`config.mk`:
```
export PLATFORM = sky130hd
export DESIGN_NAME = cordic_unit
export DESIGN_NICKNAME = d
export VERILOG_FILES = /design/src/rtl/cordic_pkg.sv /design/src/rtl/cordic_stage.sv /design/src/rtl/cordic_unit.sv
export SDC_FILE = /design/constraint.sdc
export NUM_CORES = 2
export LEC_CHECK = 0
export CAP_MARGIN = 20
export CORE_UTILIZATION = 40
export CTS_CLUSTER_SIZE = 12
export DETAILED_ROUTE_END_ITERATION = 16
export SYNTH_ARGS = -nofsm -noshare
export SYNTH_HDL_FRONTEND = slang
export SYNTH_HIERARCHICAL = 1
export SYNTH_SLANG_ARGS = --single-unit
```
`constraint.sdc`:
```
create_clock -name clk_i -period 25.1 [get_ports clk_i]
set_input_delay 2.51 -clock clk_i [delete_from_list [all_inputs] [get_ports clk_i]]
set_output_delay 2.51 -clock clk_i [all_outputs]
set_load 0.05 [all_outputs]
```
`src/rtl/cordic_pkg.sv`:
```
// Shared types and Q3.29 constants for the CORDIC sin/cos unit.
// Also holds the issue-side operation bundle seen by the unit.
package cordic_pkg;

  localparam int unsigned XLEN = 64;
  localparam int unsigned TRANS_ID_BITS = 3;

  typedef enum logic [3:0] {
    NOP,
    ADD,
    SIN,
    COS
  } fu_op;

  typedef struct packed {
    fu_op                     operation;
    logic [XLEN-1:0]          operand_a;
    logic [TRANS_ID_BITS-1:0] trans_id;
  } fu_data_t;

  typedef enum logic [1:0] {
    IDLE,
    CONV,
    ITER,
    NORM
  } state_e;

  localparam logic signed [31:0] K_Q  = 32'sh136E_9DB5;
  localparam logic signed [31:0] PI_Q = 32'sh6487_ED51;
  localparam logic [31:0] HPI_Q  = 32'h3243_F6A9;
  // binary32(pi) lands just above pi; it must still count as in range
  localparam logic [31:0] PI_LIM = 32'h6487_ED80;

  localparam logic [31:0] F_ONE  = 32'h3F80_0000;
  localparam logic [31:0] F_QNAN = 32'h7FC0_0000;

  function automatic logic signed [31:0] atan_q(
    input logic [4:0] i
  );
    case (i)
      5'd0:    atan_q = 32'sh1921_FB54;
      5'd1:    atan_q = 32'sh0ED6_3383;
      5'd2:    atan_q = 32'sh07D6_DD7E;
      5'd3:    atan_q = 32'sh03FA_B753;
      5'd4:    atan_q = 32'sh01FF_55BB;
      5'd5:    atan_q = 32'sh00FF_EAAE;
      5'd6:    atan_q = 32'sh007F_FD55;
      5'd7:    atan_q = 32'sh003F_FFAB;
      5'd8:    atan_q = 32'sh001F_FFF5;
      5'd9:    atan_q = 32'sh000F_FFFF;
      default: atan_q = 32'h2000_0000 >> i;
    endcase
  endfunction

  function automatic logic [5:0] lzc32(
    input logic [31:0] v
  );
    lzc32 = 6'd32;
    for (int i = 0; i < 32; i++) begin
      if (v[i]) lzc32 = 6'(31 - i);
    end
  endfunction

endpackage

```
`src/rtl/cordic_stage.sv`:
```
// One combinational rotation-mode CORDIC micro-rotation.
// Shift index also selects the atan table entry.
module cordic_stage
  import cordic_pkg::*;
(
  input  logic signed [31:0] x_i,
  input  logic signed [31:0] y_i,
  input  logic signed [31:0] z_i,
  input  logic [4:0]         sh_i,
  output logic signed [31:0] x_o,
  output logic signed [31:0] y_o,
  output logic signed [31:0] z_o
);

  logic signed [31:0] xs;
  logic signed [31:0] ys;
  logic signed [31:0] at;

  assign xs = x_i >>> sh_i;
  assign ys = y_i >>> sh_i;
  assign at = atan_q(sh_i);

  always_comb begin
    if (!z_i[31]) begin
      x_o = x_i - ys;
      y_o = y_i + xs;
      z_o = z_i - at;
    end else begin
      x_o = x_i + ys;
      y_o = y_i - xs;
      z_o = z_i + at;
    end
  end

endmodule

```
`src/rtl/cordic_unit.sv`:
```
// Iterative CORDIC sin/cos functional unit, binary32 in and out.
// One operation in flight; result pulses with its trans_id.
module cordic_unit
  import cordic_pkg::*;
#(
  parameter int unsigned ITERATIONS     = 16,
  parameter int unsigned ITER_PER_CYCLE = 4
) (
  input  logic                     clk_i,
  input  logic                     rst_ni,
  input  logic                     flush_i,
  input  fu_data_t                 fu_data_i,
  input  logic                     cordic_valid_i,
  output logic [XLEN-1:0]          result_o,
  output logic                     cordic_valid_o,
  output logic                     cordic_ready_o,
  output logic [TRANS_ID_BITS-1:0] cordic_trans_id_o
);

  localparam int unsigned NCYC = ITERATIONS / ITER_PER_CYCLE;
  localparam int unsigned CW = (NCYC > 1) ? $clog2(NCYC) : 1;

  state_e state_q, state_d;
  logic [CW-1:0] cnt_q, cnt_d;
  logic [31:0] a_q, a_d;
  fu_op op_q, op_d;
  logic [TRANS_ID_BITS-1:0] tid_q, tid_d;
  logic signed [31:0] x_q, x_d;
  logic signed [31:0] y_q, y_d;
  logic signed [31:0] z_q, z_d;
  logic fold_q, fold_d;
  logic spec_q, spec_d;
  logic unsup_q, unsup_d;
  logic [31:0] sres_q, sres_d;
  logic [XLEN-1:0] res_q, res_d;
  logic vld_q, vld_d;
  logic [TRANS_ID_BITS-1:0] tido_q, tido_d;

  logic unused_hi;
  assign unused_hi = ^fu_data_i.operand_a[XLEN-1:32];

  logic sgn;
  logic [7:0] ex;
  logic [23:0] man;
  logic [31:0] mag;
  logic cv_unsup;
  logic cv_fold;
  logic cv_spec;
  logic [31:0] cv_sres;
  logic signed [31:0] cv_z;

  always_comb begin
    sgn = a_q[31];
    ex = a_q[30:23];
    man = {1'b1, a_q[22:0]};
    if (ex >= 8'd121) mag = {8'b0, man} << (ex - 8'd121);
    else mag = {8'b0, man} >> (8'd121 - ex);
    cv_unsup = (op_q != SIN) && (op_q != COS);
    cv_fold = mag > HPI_Q;
    cv_spec = 1'b1;
    cv_sres = '0;
    if (cv_unsup) begin
      cv_sres = '0;
    end else if (ex == 8'd0) begin
      cv_sres = (op_q == SIN) ? {sgn, 31'b0} : F_ONE;
    end else if (ex >= 8'd129 || mag > PI_LIM) begin
      cv_sres = F_QNAN;
    end else begin
      cv_spec = 1'b0;
    end
    if (!cv_fold) cv_z = sgn ? -$signed(mag) : $signed(mag);
    else if (sgn) cv_z = $signed(mag) - PI_Q;
    else cv_z = PI_Q - $signed(mag);
  end

  logic signed [31:0] xc [ITER_PER_CYCLE+1];
  logic signed [31:0] yc [ITER_PER_CYCLE+1];
  logic signed [31:0] zc [ITER_PER_CYCLE+1];

  assign xc[0] = x_q;
  assign yc[0] = y_q;
  assign zc[0] = z_q;

  for (genvar k = 0; k < ITER_PER_CYCLE; k++) begin : g_rot
    logic [4:0] sh;
    assign sh = 5'(cnt_q * ITER_PER_CYCLE + k);
    cordic_stage u_stage (
      .x_i (xc[k]),
      .y_i (yc[k]),
      .z_i (zc[k]),
      .sh_i(sh),
      .x_o (xc[k+1]),
      .y_o (yc[k+1]),
      .z_o (zc[k+1])
    );
  end

  logic signed [31:0] v;
  logic [31:0] vm;
  logic [5:0] lz;
  logic [31:0] f32;

  always_comb begin
    if (op_q == SIN) v = y_q;
    else v = fold_q ? -x_q : x_q;
    vm = v[31] ? 32'(-v) : 32'(v);
    lz = lzc32(vm);
    if (vm == '0) f32 = '0;
    else f32 = {v[31], 8'd129 - {2'b0, lz}, 23'((vm << lz) >> 8)};
  end

  always_comb begin
    state_d = state_q;
    cnt_d = cnt_q;
    a_d = a_q;
    op_d = op_q;
    tid_d = tid_q;
    x_d = x_q;
    y_d = y_q;
    z_d = z_q;
    fold_d = fold_q;
    spec_d = spec_q;
    unsup_d = unsup_q;
    sres_d = sres_q;
    res_d = res_q;
    vld_d = 1'b0;
    tido_d = tido_q;
    unique case (state_q)
      IDLE: begin
        if (cordic_valid_i) begin
          a_d = fu_data_i.operand_a[31:0];
          op_d = fu_data_i.operation;
          tid_d = fu_data_i.trans_id;
          state_d = CONV;
        end
      end
      CONV: begin
        x_d = K_Q;
        y_d = '0;
        z_d = cv_z;
        fold_d = cv_fold;
        spec_d = cv_spec;
        unsup_d = cv_unsup;
        sres_d = cv_sres;
        cnt_d = '0;
        state_d = ITER;
      end
      ITER: begin
        x_d = xc[ITER_PER_CYCLE];
        y_d = yc[ITER_PER_CYCLE];
        z_d = zc[ITER_PER_CYCLE];
        cnt_d = cnt_q + 1'b1;
        if (cnt_q == CW'(NCYC - 1)) state_d = NORM;
      end
      NORM: begin
        vld_d = 1'b1;
        tido_d = tid_q;
        res_d = '1;
        res_d[31:0] = spec_q ? sres_q : f32;
        if (unsup_q) res_d = '0;
        state_d = IDLE;
      end
      default: state_d = IDLE;
    endcase
    if (flush_i) begin
      state_d = IDLE;
      vld_d = 1'b0;
      res_d = res_q;
      tido_d = tido_q;
    end
  end

  always_ff @(posedge clk_i or negedge rst_ni) begin
    if (!rst_ni) begin
      state_q <= IDLE;
      cnt_q <= '0;
      a_q <= '0;
      op_q <= NOP;
      tid_q <= '0;
      x_q <= '0;
      y_q <= '0;
      z_q <= '0;
      fold_q <= 1'b0;
      spec_q <= 1'b0;
      unsup_q <= 1'b0;
      sres_q <= '0;
      res_q <= '0;
      vld_q <= 1'b0;
      tido_q <= '0;
    end else begin
      state_q <= state_d;
      cnt_q <= cnt_d;
      a_q <= a_d;
      op_q <= op_d;
      tid_q <= tid_d;
      x_q <= x_d;
      y_q <= y_d;
      z_q <= z_d;
      fold_q <= fold_d;
      spec_q <= spec_d;
      unsup_q <= unsup_d;
      sres_q <= sres_d;
      res_q <= res_d;
      vld_q <= vld_d;
      tido_q <= tido_d;
    end
  end

  assign result_o = res_q;
  assign cordic_valid_o = vld_q;
  assign cordic_ready_o = (state_q == IDLE);
  assign cordic_trans_id_o = tido_q;

endmodule

```
==> impl_results.md <==
* Outcome: finished, final reports clean
* #FFs+latches synth at 182
* Clock root cell: clkbuf_16
* Final Hold Viols at 0
* Fin area at 64,840 um^2
* ANT nets after route at 0
* TritonRoute pass-1 iters at 9
* First-pass GRT wire length at 391,600 um
* Met2 WL at 113,900 um
* CTS tree: yes
* # resized after CTS at 0
* Highest clock rate at 45.60 MHz
* 1st-iter DRT viols at 9,218
* Post-synth ARST share at 100.0%
* Core Area at 152,300 um^2
* Fin Clk Skew at 0.01937 ns
* Worst-margin pin slew at 1.423 ns
* Max Buffers Root-to-Sink at 2
* Routability cong. at 1.040
* Area Overhead vs Synth at 5.528%
* Dpl hpwl at 206,900 um
* Synth area leaders: mux4_2 9.9%, ha_1 8.5%, dfrtp_1 7.4%
* Final period util at 87.37%
* Post-Route Setup TNS at 0 ns
* Worst Path Max Fanout at 44
* DP Area at 64,190 um^2
* WP data required at 25.43 ns
* Total track usage at 32.45%
* Critical-path top delay cell: dfrtp_4
* Startpoint Class: flip-flop
* Count leader, synth: a21oi_1
* Sequential share of the synthesized area at 7.412%
* Number of CTS-inserted buffers at 17
* Starting Density at 40.36%
* Vias post-DR at 66,540
* H-tree Lvls at 4
* Cell variety after synth at 131
* Synthesized area at 61,450 um^2
* CP endpoint kind: flip-flop
* Tmin final at 21.93 ns
* Die Area at 155,200 um^2
* Post-synth EDFFs at 0
* Yosys top cell area share at 9.933%
* Crit path DAT at 22.26 ns
* Yosys warns at 6
* Detail Route met3 WL at 27,790 um
* Crit Path Category: reg -> reg
* Die height at 393.9 um
* Mean area per synthesized cell at 7.608 um^2
* Clk pin slew, worst setup/hold paths at 0.07 ns
* Vias per cell at 6.710
* Number of hold buffers added after cts at 0
* Wirelength per Cell at 26.69 um
* Vias in the first global route at 61,110
* Synth cell count leaders: 787 x a21oi_1, 706 x nor2_1, 612 x nand2_1
* CP peak stage delay at 0.81 ns
* Max Cap Viol at 0
* Number of clock sinks at 182
* Final Setup Violations at 0
* Post-CTS setup buffer count at 0
* Filler cell count at 15,570
* Slew Viols, Final at 0
* Drt total wl at 264,600 um
* M1 WL at 108,100 um
* Slew headroom at 4.755%
* Worst-Skew Late Latency at 0.49 ns
* Initial antenna violation count at 5
* Die width at 393.9 um
* Largest net degree at the start of global routing at 119
* Placement Rows at 143
* IO Pins at 144
* Syn Inst Count at 8,077
* IO Port Bufs at 111
* Yosys top cell by area: mux4_2
* Hold Crit Class: reg -> reg
* DR top layer: met4
* Share of cells above drive strength 1 at 11.08%
* DRC at 0
* Grt ovf at 0
* RSZ-0062 raised after global routing: false
* Final #Nets at 8,369
* Post-synth top flop: dfrtp_1
* Most used cell, CP: a21oi_1
==> cells by family (layout without fill, tap and decap cells) <==
logic type / Yosys count / count (layout) / share of synthesized area (%)
muxes: 780 / 780 / 19.48
AOI/OAI and AO/OA: 2739 / 2739 / 29.07
adders and majority gates: 427 / 427 / 8.841
buffers and inverters: 847 / 628 / 5.997
other: 2 / 30 / 0.01222
DFF: 182 / 182 / 7.412
xor gates and xnor gates: 723 / 723 / 10.33
and+or+nand+nor: 2377 / 2377 / 18.86
==> per-layer routing <==
metal	global-route usage, %	vias to the layer above
met5	0	-
li1	-	30040
met2	49.12	3654
met1	43.31	32220
met4	15.48	0
met3	7.498	622
==> path summary, 6_finish.rpt <==
kind	slack, ns	end	cells after the start	startpoint
max	3.17	y_q[28]	72	cnt_q[0]
min	0.47	result_o[5]	2	result_o[5]
max reg2reg	3.17	y_q[28]	72	cnt_q[0]
min reg2reg	0.47	result_o[5]	2	result_o[5]
max in group asynchronous	21.08	cnt_q[0]	3	rst_ni
min in group asynchronous	2.11	a_q[4]	1	rst_ni
==> stage by stage <==
step	hold slack, ns	setup WS, ns	utilization, %	std cells
final	0.4739	3.170	42.59	9916
after global routing	0.5028	2.072	42.58	9911
after CTS	0.4743	3.600	42.55	9905
after detailed placement	0.4575	3.722	42.16	9873
after global placement	0.4582	3.805	42.16	9873
after floorplan	0.4750	7.483	-	8099
==> layout by cell type (no fill, tap or decap), drive strengths merged, types with 28 or more instances in the layout <==
cell type	n
a21oi	791
nor2	711
nand2	615
o21ai	553
xnor2	453
ha	415
mux2i	304
mux4	303
inv	289
xor2	270
nand3	213
a21o	211
nor3	199
buf	190
dfrtp	182
mux2	173
a31oi	137
a211oi	115
nand2b	113
clkdlybuf4s50	110
o22ai	94
o21a	88
nor2b	81
and2	81
o31ai	76
o211ai	75
and3	64
o21bai	53
or3	50
a22oi	48
or2	48
nand4	44
nor4	43
a211o	40
a41oi	33
o221ai	32
a31o	31
o41ai	30
a21boi	28
==> area by class of cell <==
cell class / instances / area, um^2 / share of cell area (%)
well taps: 2030 / 2540 / 3.917
flip-flops and latches: 182 / 4564 / 7.039
clock buffers: 19 / 442.9 / 0.6831
clock inverters: 13 / 162.7 / 0.2508
diodes: 6 / 15.01 / 0.02315
inverters: 293 / 1100 / 1.696
multi-input cells: 7070 / 53450 / 82.43
repair buffers: 303 / 2566 / 3.957
==> critical path, delay by kind of cell, from the launching register on <==
family,cells,cell delay (ns)
AO/OA/AOI/OAI,29,7.52
AND/OR/NAND/NOR,19,4.98
multiplexers,10,4.04
adder cells (fa/ha/maj),5,1.59
XOR/XNOR,6,1.40
buffers and inverters,3,1.32
flip-flops,1,0.81
==> flip-flops by register name, indices dropped and copies added, names as in the netlist <==
name / cells
result_o: 33
a_q: 32
x_q: 32
y_q: 32
z_q: 32
op_q: 4
cordic_trans_id_o: 3
sres_q: 3
tid_q: 3
cnt_q: 2
state_q: 2
cordic_valid_o: 1
fold_q: 1
spec_q: 1
unsup_q: 1
Power is not shown: default switching activity piles up to over one toggle a cycle in this logic, so the estimate is an artifact.
